File: src/rtl/alu_result_buffer_if.sv
// Handshake bundle between the ALU, the result buffer and the result consumer.
// The buffer takes the slave view. The ALU/consumer side (or a bench) takes the master view.
interface alu_result_buffer_if;
  logic       in_valid;
  logic [3:0] in_result;
  logic       in_overflow;
  logic       in_ready;
  logic       out_valid;
  logic [3:0] out_result;
  logic       out_overflow;
  logic       out_ready;

  modport master (
    output in_valid, in_result, in_overflow, out_ready,
    input  in_ready, out_valid, out_result, out_overflow
  );

  modport slave (
    input  in_valid, in_result, in_overflow, out_ready,
    output in_ready, out_valid, out_result, out_overflow
  );
endinterface

File: src/rtl/alu_result_buffer.sv
// First-word-fall-through FIFO for ALU results, with valid/ready on both sides.
// Also keeps sticky/saturating overflow statistics over accepted entries.
module alu_result_buffer #(
  parameter int DEPTH = 4,
  parameter int OVF_W = 8
) (
  input  logic                     clk,
  input  logic                     rst,
  alu_result_buffer_if.slave       bus,
  input  logic                     clear_stats,
  output logic [$clog2(DEPTH):0]   count,
  output logic                     ovf_sticky,
  output logic [OVF_W-1:0]         ovf_count
);

  localparam int AW = $clog2(DEPTH);
  localparam int CW = AW + 1;
  localparam logic [CW-1:0]    FULL    = CW'(DEPTH);
  localparam logic [OVF_W-1:0] OVF_MAX = {OVF_W{1'b1}};

  logic [4:0]    mem [DEPTH];
  logic [AW-1:0] rd_ptr;
  logic [AW-1:0] wr_ptr;
  logic [4:0]    head;
  logic          push;
  logic          pop;

  // in_ready depends only on registered occupancy, so a full buffer never accepts a push-through.
  assign bus.in_ready  = !rst && (count != FULL);
  assign bus.out_valid = (count != '0);
  assign push          = bus.in_valid && bus.in_ready;
  assign pop           = bus.out_valid && bus.out_ready;

  assign head             = mem[rd_ptr];
  assign bus.out_result   = bus.out_valid ? head[3:0] : 4'h0;
  assign bus.out_overflow = bus.out_valid ? head[4]   : 1'b0;

  always_ff @(posedge clk) begin
    if (push) begin
      mem[wr_ptr] <= {bus.in_overflow, bus.in_result};
    end
  end

  always_ff @(posedge clk) begin
    if (rst) begin
      rd_ptr <= '0;
      wr_ptr <= '0;
      count  <= '0;
    end else begin
      if (push) begin
        wr_ptr <= wr_ptr + AW'(1);
      end
      if (pop) begin
        rd_ptr <= rd_ptr + AW'(1);
      end
      if (push && !pop) begin
        count <= count + CW'(1);
      end else if (pop && !push) begin
        count <= count - CW'(1);
      end
    end
  end

  // An overflow push in the same cycle as clear_stats wins: the stats restart at one event.
  always_ff @(posedge clk) begin
    if (rst) begin
      ovf_sticky <= 1'b0;
      ovf_count  <= '0;
    end else if (push && bus.in_overflow) begin
      ovf_sticky <= 1'b1;
      if (clear_stats) begin
        ovf_count <= OVF_W'(1);
      end else if (ovf_count != OVF_MAX) begin
        ovf_count <= ovf_count + OVF_W'(1);
      end
    end else if (clear_stats) begin
      ovf_sticky <= 1'b0;
      ovf_count  <= '0;
    end
  end

endmodule

File: src/flat_wrapper.sv
// flat-port wrapper written by rule: the top's interface ports become plain ports
module alu_result_buffer_flat 
#(
  parameter int DEPTH = 4,
  parameter int OVF_W = 8
)
  (clk, rst, clear_stats, count, ovf_sticky, ovf_count, bus_in_valid, bus_in_result, bus_in_overflow, bus_out_ready, bus_in_ready, bus_out_valid, bus_out_result, bus_out_overflow);
  alu_result_buffer_if bus_i ();
  input  logic clk;
  input  logic rst;
  input  logic clear_stats;
  output logic [$clog2(DEPTH):0] count;
  output logic ovf_sticky;
  output logic [OVF_W-1:0] ovf_count;
  input wire logic [$bits(bus_i.in_valid)-1:0] bus_in_valid;
  input wire logic [$bits(bus_i.in_result)-1:0] bus_in_result;
  input wire logic [$bits(bus_i.in_overflow)-1:0] bus_in_overflow;
  input wire logic [$bits(bus_i.out_ready)-1:0] bus_out_ready;
  output wire logic [$bits(bus_i.in_ready)-1:0] bus_in_ready;
  output wire logic [$bits(bus_i.out_valid)-1:0] bus_out_valid;
  output wire logic [$bits(bus_i.out_result)-1:0] bus_out_result;
  output wire logic [$bits(bus_i.out_overflow)-1:0] bus_out_overflow;
  assign bus_i.in_valid = bus_in_valid;
  assign bus_i.in_result = bus_in_result;
  assign bus_i.in_overflow = bus_in_overflow;
  assign bus_i.out_ready = bus_out_ready;
  assign bus_in_ready = bus_i.in_ready;
  assign bus_out_valid = bus_i.out_valid;
  assign bus_out_result = bus_i.out_result;
  assign bus_out_overflow = bus_i.out_overflow;
  alu_result_buffer #(.DEPTH(DEPTH), .OVF_W(OVF_W)) u_core (.clk(clk), .rst(rst), .bus(bus_i), .clear_stats(clear_stats), .count(count), .ovf_sticky(ovf_sticky), .ovf_count(ovf_count));
endmodule
File: config.mk
export PLATFORM = sky130hd
export DESIGN_NAME = alu_result_buffer_flat
export DESIGN_NICKNAME = d
export VERILOG_FILES = /design/src/rtl/alu_result_buffer_if.sv /design/src/rtl/alu_result_buffer.sv /design/src/flat_wrapper.sv
export SDC_FILE = /design/constraint.sdc
export NUM_CORES = 1
export LEC_CHECK = 0
export ABC_AREA = 0
export BUFFER_PORTS_ARGS = -buffer_cell sky130_fd_sc_hd__buf_4
export CAP_MARGIN = 20
export CORE_MARGIN = 2
export CORE_UTILIZATION = 54
export DETAILED_ROUTE_END_ITERATION = 6
export HOLD_SLACK_MARGIN = 0.1
export PLACE_DENSITY = 0.77
export SLEW_MARGIN = 20
export SYNTH_ARGS = -nofsm -noshare
export SYNTH_HDL_FRONTEND = slang
export SYNTH_SLANG_ARGS = --single-unit
File: constraint.sdc
create_clock -name clk -period 3.4 [get_ports clk]
set_clock_uncertainty 0.15 [all_clocks]
set_input_delay 0.34 -clock clk [delete_from_list [all_inputs] [get_ports clk]]
set_output_delay 0.34 -clock clk [all_outputs]
set_load 0.05 [all_outputs]
==> flow_summary_export.csv, run 1 <==
group,metric,value,unit
run_status,status,"complete, no violations",
sta,hold_ws,0.127,ns
logic_synthesis,synth_cell_types,39,
pwr,ir_drop,363,uV
die,initial_core_util,56.2,%
sta,worst_pin_slew,0.443,ns
clocking,clock-sinks,38,
routing,drc,0,
clocking,cts_buffers,5,
sta,fin_setup_tns,0,ns
clocking,clock_path_buffers,2,
setup_path,cpMaxStageDelayCell,"or3_2",
place,place_congestion,0.872,
sta,rsz0062_at_grt,"false",
logic_synthesis,syn_area,1690,um2
logic_synthesis,synth_top_cells_by_count,"edfxtp_1, dfxtp_1, nor2_1",
setup_path,path_max_fanout,8,
sta,setup_viol,0,
sta,drv_slew,0,
grt,grt_pass1_vias,1094,
routing,dr.pass1.iters,4,
setup_path,cp-startpoint,"u_core.count[0]",
grt,grt_max_degree,16,
pwr,power_density,711,nW/um2
sta,fmax,369,MHz
logic_synthesis,ys_ff_latch,38,
logic_synthesis,yosysTopAreaCell,"edfxtp_1",
grt,antenna_found_initial,0,
setup_path,reg2reg_from,"u_core.count[0]",
logic_synthesis,synth-main-ff-cell,"edfxtp_1",
routing,drt_iter0_markers,54,
sta,post-route-period-util,79.8,%
routing,routed_via_density,5.62,
setup_path,worstPathCellList,"or3_2 > nand2_1 > ha_1 > inv_1 > fa_1 > xor2_1 > or3_2 > a21oi_1",
clocking,cts_resized,0,
clocking,path_clk_slew,0.11,ns
logic_synthesis,ys_seq_area_share,57.0,%
grt,grt_pass1_wl,5000,um
layout,n_antenna_cell,0,
setup_path,crit_type,"register to register",
die,io_pins,29,
logic_synthesis,ys_async_sr_fraction,0,%
min_path,hold_class,"input pin to register",
min_path,hp-start,"rst",
logic_synthesis,synth_area_per_cell,12.3,um2
sta,period_minus_slack,2.71,ns
pwr,leakage,0.797,nW
flow_run,cap_violations,0,
routing,wl_per_cell,15.0,um
setup_path,cp_common_cell,"or3_2",
clocking,clk_latency,0.33,ns
layout,drive_gt1_share,26.6,%
clocking,root_buffer,"clkbuf_4",
grt,grt_use_total,19.3,%
die,rows,20,
setup_path,cp.required,3.52,ns
clocking,cts_tree,"yes",
setup_path,critPathLaunchType,"register",
logic_synthesis,synth_nets,154,
clocking,htreeDepth,2,
logic_synthesis,synth_most_common_cell,"edfxtp_1",
die,die_area,3590,um2
place,port_buffers,28,
layout,nets,189,
die,core_area,3000,um2
logic_synthesis,yosys_warnings,0,
logic_synthesis,synth.top_cell.area_share,35.6,%
logic_synthesis,synthCells,137,
die,die_height,59.9,um
clocking,cts_setup_buffers,0,
routing,totalWireLength,3090,um
sta,relSlewSlack,70.3,%
logic_synthesis,synth-edff-count,20,
place,dp_hpwl,2230,um
routing,via_count,1157,
sta,hold_viol,0,
routing,ant_nets,0,
setup_path,arrival,2.83,ns
layout,areaGrowthSynthToFinish,22.9,%
die,die_w,59.9,um
setup_path,crit_path_end_kind,"register",
setup_path,cpPeakStageDelay,0.58,ns
grt,grt_remaining_overflow,0,
logic_synthesis,yosys-top-cells-area,"edfxtp_1, dfxtp_1, mux4_2",
[final timing paths]
path | cells past startpoint | endpoint | slack [ns]
max reg2reg | 8 | u_core.count[2] | 0.69
min | 2 | u_core.wr_ptr[0] | 0.13
max | 8 | u_core.count[2] | 0.69
min reg2reg | 2 | u_core.ovf_sticky | 0.31
[routing by layer]
layer | global-route usage [%] | wire [um]
met1 | 25.0 | 1410
met2 | 29.8 | 1530
met3 | 7.14 | 122
met4 | 6.98 | 23
met5 | 0 | 0
[cells in the final DEF (no fill, tap or decap), types with 2 or more instances in the layout]
master         instances
dlygate4sd3_1          5
nand2_1                8
nor2_1                11
buf_4                 28
inv_1                  6
mux4_2                 5
or4_1                  2
and2_1                10
edfxtp_1              20
nor3b_1                2
o21ai_0                2
bufinv_16              2
ha_1                   6
clkbuf_4               5
mux2i_1                2
or3_2                  2
nand3_1                5
dfxtp_1               18
o31ai_1                2
a21oi_1                5
nand4_1                3
xor2_1                 4
[registers in the layout (all words and copies together), names as in the netlist, named ones only]
register,flops
u_core.ovf_count,8
u_core.mem,20
u_core.ovf_sticky,1
u_core.wr_ptr,2
u_core.rd_ptr,2
u_core.count,3
[cell type report]
type,count,area (um2)
multi-input cells,88,677
fillers,229,930
well taps,33,41.3
repair buffers,33,260
inverters,6,22.5
clock inverters,2,60.1
flip-flops and latches,38,961
clock buffers,6,51.3
[per-stage QoR]
step | area, um2 | power (mW) | cells | setup WS [ns] | utilization [%]
floorplan | 1690 | 0.955 | 137 | 0.301 | -
global placement | 1910 | 1.08 | 193 | 0.845 | 63.7
detailed placement | 1910 | 1.09 | 193 | 0.691 | 63.7
CTS | 2070 | 1.49 | 206 | 0.673 | 69.0
global route | 2070 | 1.54 | 206 | 0.561 | 69.0
finish | 2070 | 1.47 | 206 | 0.688 | 69.0
[critical path, delay by kind of cell, from the launching register on]
kind                     cells  cell delay [ns]
AO/OA/AOI/OAI                1             0.16
XOR/XNOR                     1             0.16
adder cells (fa/ha/maj)      2             0.58
buffers and inverters        1             0.08
AND/OR/NAND/NOR              3             1.15
flip-flops                   1             0.38
[cell families (layout without fill, tap and decap cells)]
kind of cell	count (synthesis)	in the layout	share of synthesized area [%]
compound gates	16	16	6.38
xor+xnor	5	5	2.60
fa+ha+maj	7	7	5.64
buf+inv	11	47	2.89
flops	38	38	57.0
mux	7	7	7.86
simple gates	53	53	17.7
[where the power goes]
part / switching (mW) / internal (mW) / leakage, nW
clock: 0.145 / 0.249 / 0.0585
sequential: 0.0527 / 0.531 / 0.328
combinational: 0.308 / 0.189 / 0.411
total: 0.506 / 0.969 / 0.797
[repair_timing]
action	CTS	global route
endpoints found under the hold margin	20	0
hold buffers	5	0
setup endpoints to repair	0	0
Power figures use the tool's default switching activity.
==> run 2, diff against run 1 <==
- clock period: 3.4 -> 2.7 ns (I/O delays scaled with it)
==> flow_summary_export.csv, run 2 (synthesis results as in run 1) <==
group,metric,value,unit
layout,fillers,225,
layout,n_antenna_cell,0,
setup_path,cp_common_cell,"or3_2",
place,dpl.cell_count,194,
layout,final_common_cell,"buf_4",
pwr,leakage,0.796,nW
die,rows,20,
setup_path,path_max_fanout,6,
setup_path,critPathLaunchType,"register",
setup_path,crit_path_end_kind,"register",
clocking,clock-sinks,38,
pwr,power,1.67,mW
pwr,ir_drop,403,uV
clocking,clk_latency,0.34,ns
sta,fin_setup_tns,0,ns
setup_path,cp_top_family,"simple AND/OR/NAND/NOR gates",
die,io_pins,29,
sta,setup_ws,0.0775,ns
pwr,power_density,804,nW/um2
clocking,clock_path_buffers,2,
clocking,root_buffer,"clkbuf_4",
grt,grt_use_total,20.2,%
layout,layout_common_cells,"buf_4, edfxtp_1, dfxtp_1",
place,port_buffers,28,
grt,antenna_found_initial,0,
clocking,cts_resized,0,
layout,reg.largest.list,"u_core.mem: 20 flops, u_core.ovf_count: 8 flops, u_core.count: 3 flops",
grt,grt_remaining_overflow,0,
layout,drive_gt1_share,27.9,%
place,place_ws,0.0857,ns
layout,largest_register_ffs,20,
sta,relSlewSlack,76.0,%
sta,hold_ws,0.150,ns
die,die_area,3590,um2
grt,grt_pass1_wl,5130,um
setup_path,cp.required,2.83,ns
sta,period_minus_slack,2.62,ns
setup_path,arrival,2.75,ns
min_path,hold_class,"input pin to register",
layout,areaGrowthSynthToFinish,23.1,%
grt,grt_pass1_vias,1141,
routing,dr.pass1.iters,4,
sta,post-route-period-util,97.1,%
sta,fmax,381,MHz
sta,drv_slew,0,
die,core_area,3000,um2
setup_path,crit_buf_inv,1,
clocking,htreeDepth,2,
routing,drc,0,
setup_path,cpPeakStageDelay,0.48,ns
routing,via_count,1200,
routing,drt_iter0_markers,86,
layout,final_cell_count_no_fill,212,
flow_run,cap_violations,0,
routing,totalWireLength,3290,um
clocking,cts_buffers,5,
place,place_congestion,0.849,
layout,nets,195,
sta,hold_viol,0,
sta,worst_pin_slew,0.360,ns
grt,grt_max_degree,13,
clocking,path_clk_slew,0.12,ns
die,initial_core_util,56.2,%
place,dp_hpwl,2270,um
sta,setup_viol,0,
layout,top_register,"u_core.mem",
die,die_w,59.9,um
run_status,status,"complete, no violations",
routing,routed_via_density,5.66,
setup_path,crit_type,"register to register",
die,die_height,59.9,um
setup_path,cpMaxStageDelayCell,"or3_2",
routing,wl_per_cell,15.5,um
routing,ant_nets,0,
sta,rsz0062_at_grt,"false",
clocking,cts_tree,"yes",
setup_path,worstPathCellList,"or3_2 > nand2_1 > ha_1 > inv_1 > fa_1 > xor2_1 > or3_2 > a21oi_1",
-- run 2: cell count changes in the layout (fill, tap and decap cells not counted), moves of 2 or more --
cell and change:
buf_4 +2, bufinv_16 -2, dfxtp_1 -3, dfxtp_2 +2, dlygate4sd3_1 +4
-- run 2: routing by layer --
layer  routed length, um  track usage (%)  vias to the layer above
li1                    -                -                      583
met1                1420             25.6                      572
met2                1670             31.8                       38
met3                 146             6.71                        7
met5                   0                0                        -
met4                  52             8.57                        0
-- run 2: through the flow --
| stage | utilization, % | cell area (um2) |
|---|---|---|
| 5_1_grt | 69.2 | 2080 |
| 4_1_cts | 68.9 | 2070 |
| 6_report | 69.2 | 2080 |
| 3_5_place_dp | 64.1 | 1930 |
| 3_3_place_gp | 64.1 | 1930 |
| 2_1_floorplan | - | 1700 |
-- run 2: worst register-to-register path, stage by stage, from the launching register on --
cell	delay (ns)
dfxtp_4	0.39
or3_2	0.48
nand2_1	0.11
ha_1	0.19
inv_1	0.07
fa_1	0.41
xor2_1	0.17
or3_2	0.41
a21oi_1	0.17
-- run 2: final timing paths --
path	slack, ns	startpoint	cells past startpoint	endpoint
setup / recovery	0.08	u_core.count[0]	8	u_core.count[2]
hold / removal	0.15	rst	4	u_core.wr_ptr[0]
setup reg to reg	0.08	u_core.count[0]	8	u_core.count[2]
hold reg to reg	0.30	u_core.ovf_sticky	2	u_core.ovf_sticky
-- run 2: area by class of cell --
class | count | area [um2] | share of cell area, %
Inverter | 6 | 22.5 | 1.08
Sequential cell | 38 | 967 | 46.6
Multi-Input combinational cell | 88 | 677 | 32.6
Clock buffer | 5 | 37.5 | 1.81
Tap cell | 33 | 41.3 | 1.99
Timing Repair Buffer | 39 | 315 | 15.2
Clock inverter | 3 | 16.3 | 0.783
-- run 2: what timing repair did --
| item | in CTS | in global routing |
|---|---|---|
| endpoints found under the setup margin | 0 | 1 |
| hold buffers | 9 | 0 |
| endpoints found under the hold margin | 32 | 0 |
| buffers inserted | 0 | 1 |
-- run 2: power by group --
group / leakage, nW / internal, mW / switching, mW
logic: 0.438 / 0.256 / 0.384
clock network: 0.0286 / 0.0968 / 0.191
registers: 0.330 / 0.673 / 0.0691
==> run 3, diff against run 2 <==
- CORE_ASPECT_RATIO: unset -> 1.25
- CTS_BUF_LIST: unset -> sky130_fd_sc_hd__clkbuf_4 sky130_fd_sc_hd__clkbuf_8 sky130_fd_sc_hd__clkbuf_16
==> flow_summary_export.csv, run 3 (synthesis results as in run 1) <==
group,metric,value,unit
routing,routed_via_density,5.72,
layout,multi_input_area,683,um2
setup_path,worstPathCellList,"dlygate4sd3_1 > buf_4 > nor3b_4 > ha_1 > inv_1 > fa_1 > xor2_1 > or3_2 > a21oi_1",
grt,grt_pass1_wl,5490,um
layout,drive_gt1_share,28.2,%
sta,relSlewSlack,68.8,%
sta,fin_setup_tns,0,ns
grt,antenna_found_initial,0,
die,initial_core_util,56.7,%
sta,hold_viol,0,
die,die_area,3590,um2
setup_path,cp.required,2.82,ns
layout,final_common_cell,"buf_4",
clocking,clk_latency,0.34,ns
pwr,leakage,0.817,nW
sta,post-route-period-util,95.5,%
routing,drc,0,
pwr,power_density,887,nW/um2
sta,worst_pin_slew,0.467,ns
routing,dr.pass1.iters,4,
routing,ant_nets,0,
setup_path,rr_worst_depth,8,
setup_path,crit_type,"input pin to register",
clocking,root_buffer,"clkbuf_4",
layout,regArea,967,um2
die,core_area,2970,um2
pwr,ir_drop,666,uV
clocking,clock-sinks,38,
die,io_pins,29,
place,port_buffers,28,
clocking,path_clk_slew,0.11,ns
sta,setup_viol,0,
sta,rsz0062_at_grt,"false",
grt,grt_max_degree,13,
setup_path,arrival,2.70,ns
min_path,hold_class,"input pin to register",
layout,areaGrowthSynthToFinish,26.1,%
setup_path,cpPeakStageDelay,0.53,ns
clocking,cts_tree,"yes",
routing,via_count,1218,
layout,fillers,222,
routing,drt_iter0_markers,37,
sta,drv_slew,0,
setup_path,crit_path_end_kind,"register",
flow_run,cap_violations,0,
place,place_congestion,0.847,
clocking,clock_path_buffers,2,
clocking,htreeDepth,2,
layout,nets,193,
routing,totalWireLength,3490,um
grt,grt_pass1_vias,1225,
die,die_w,54.0,um
grt,grt_use_total,22.1,%
run_status,status,"complete, no violations",
sta,period_minus_slack,2.58,ns
sta,hold_ws,0.183,ns
layout,largest_register_ffs,20,
clocking,cts_buffers,5,
grt,grt_remaining_overflow,0,
layout,layout_common_cells,"buf_4, edfxtp_1, dfxtp_1",
layout,reg.largest.list,"u_core.mem: 20 flops, u_core.ovf_count: 8 flops, u_core.count: 3 flops",
layout,top_register,"u_core.mem",
place,dp_hpwl,2470,um
min_path,worstHoldPathCells,4,
setup_path,critPathLaunchType,"input pin",
setup_path,path_max_fanout,8,
clocking,cts_setup_buffers,0,
sta,fmax,388,MHz
die,rows,22,
die,die_height,66.5,um
layout,n_antenna_cell,0,
setup_path,cpMaxStageDelayCell,"dlygate4sd3_1",
routing,wl_per_cell,16.4,um
run 3: power by group:
group / internal, mW / leakage [nW] / switching [mW]
clock: 0.314 / 0.0585 / 0.183
sequential: 0.673 / 0.330 / 0.0672
combinational: 0.254 / 0.429 / 0.396
run 3: layout make-up:
type,instances,share of cell area [%]
Clock buffer,6,2.41
Tap cell,36,2.12
Multi-Input combinational cell,88,32.1
Clock inverter,2,2.82
Sequential cell,38,45.5
Inverter,6,1.06
Timing Repair Buffer,37,14.0
run 3: final timing paths:
check                    start                end  slack, ns
max                        rst    u_core.count[2]       0.12
min              bus_out_ready   u_core.rd_ptr[0]       0.18
max reg2reg    u_core.count[0]    u_core.count[2]       0.16
min reg2reg  u_core.ovf_sticky  u_core.ovf_sticky       0.31
run 3: worst max-delay path: cells and delay by family:
kind / cells / cell delay [ns]
compound gates: 1 / 0.14
xor+xnor: 1 / 0.16
fa+ha+maj: 2 / 0.63
simple gates: 2 / 0.74
buf+inv: 3 / 0.77
run 3: routing by layer:
layer  part of all wire [%]  wire length, um  global-route usage (%)  vias up
met2                     56             1970                    41.6       52
li1                       -                -                       -      583
met4                    2.5               88                    9.38        0
met5                      0                0                       0        -
met1                     36             1270                    21.3      572
met3                    4.7              164                    6.28       11
run 3: repair_timing:
action | CTS | global route
endpoints found under the setup margin | 0 | 1
gates resized for setup | 0 | 1
hold buffers | 8 | 0
hold endpoints to repair | 32 | 0
run 3: through the flow:
stage / worst slack, ns / power [mW] / instances / util, % / instance area, um2
finish: 0.122 / 1.89 / 213 / 71.5 / 2130
global route: 0.0233 / 1.98 / 213 / 71.5 / 2130
CTS: 0.0287 / 1.90 / 213 / 71.3 / 2120
detailed placement: 0.172 / 1.40 / 197 / 64.9 / 1930
global placement: 0.241 / 1.37 / 197 / 64.9 / 1930
floorplan: 0.0157 / 1.23 / 137 / - / 1700
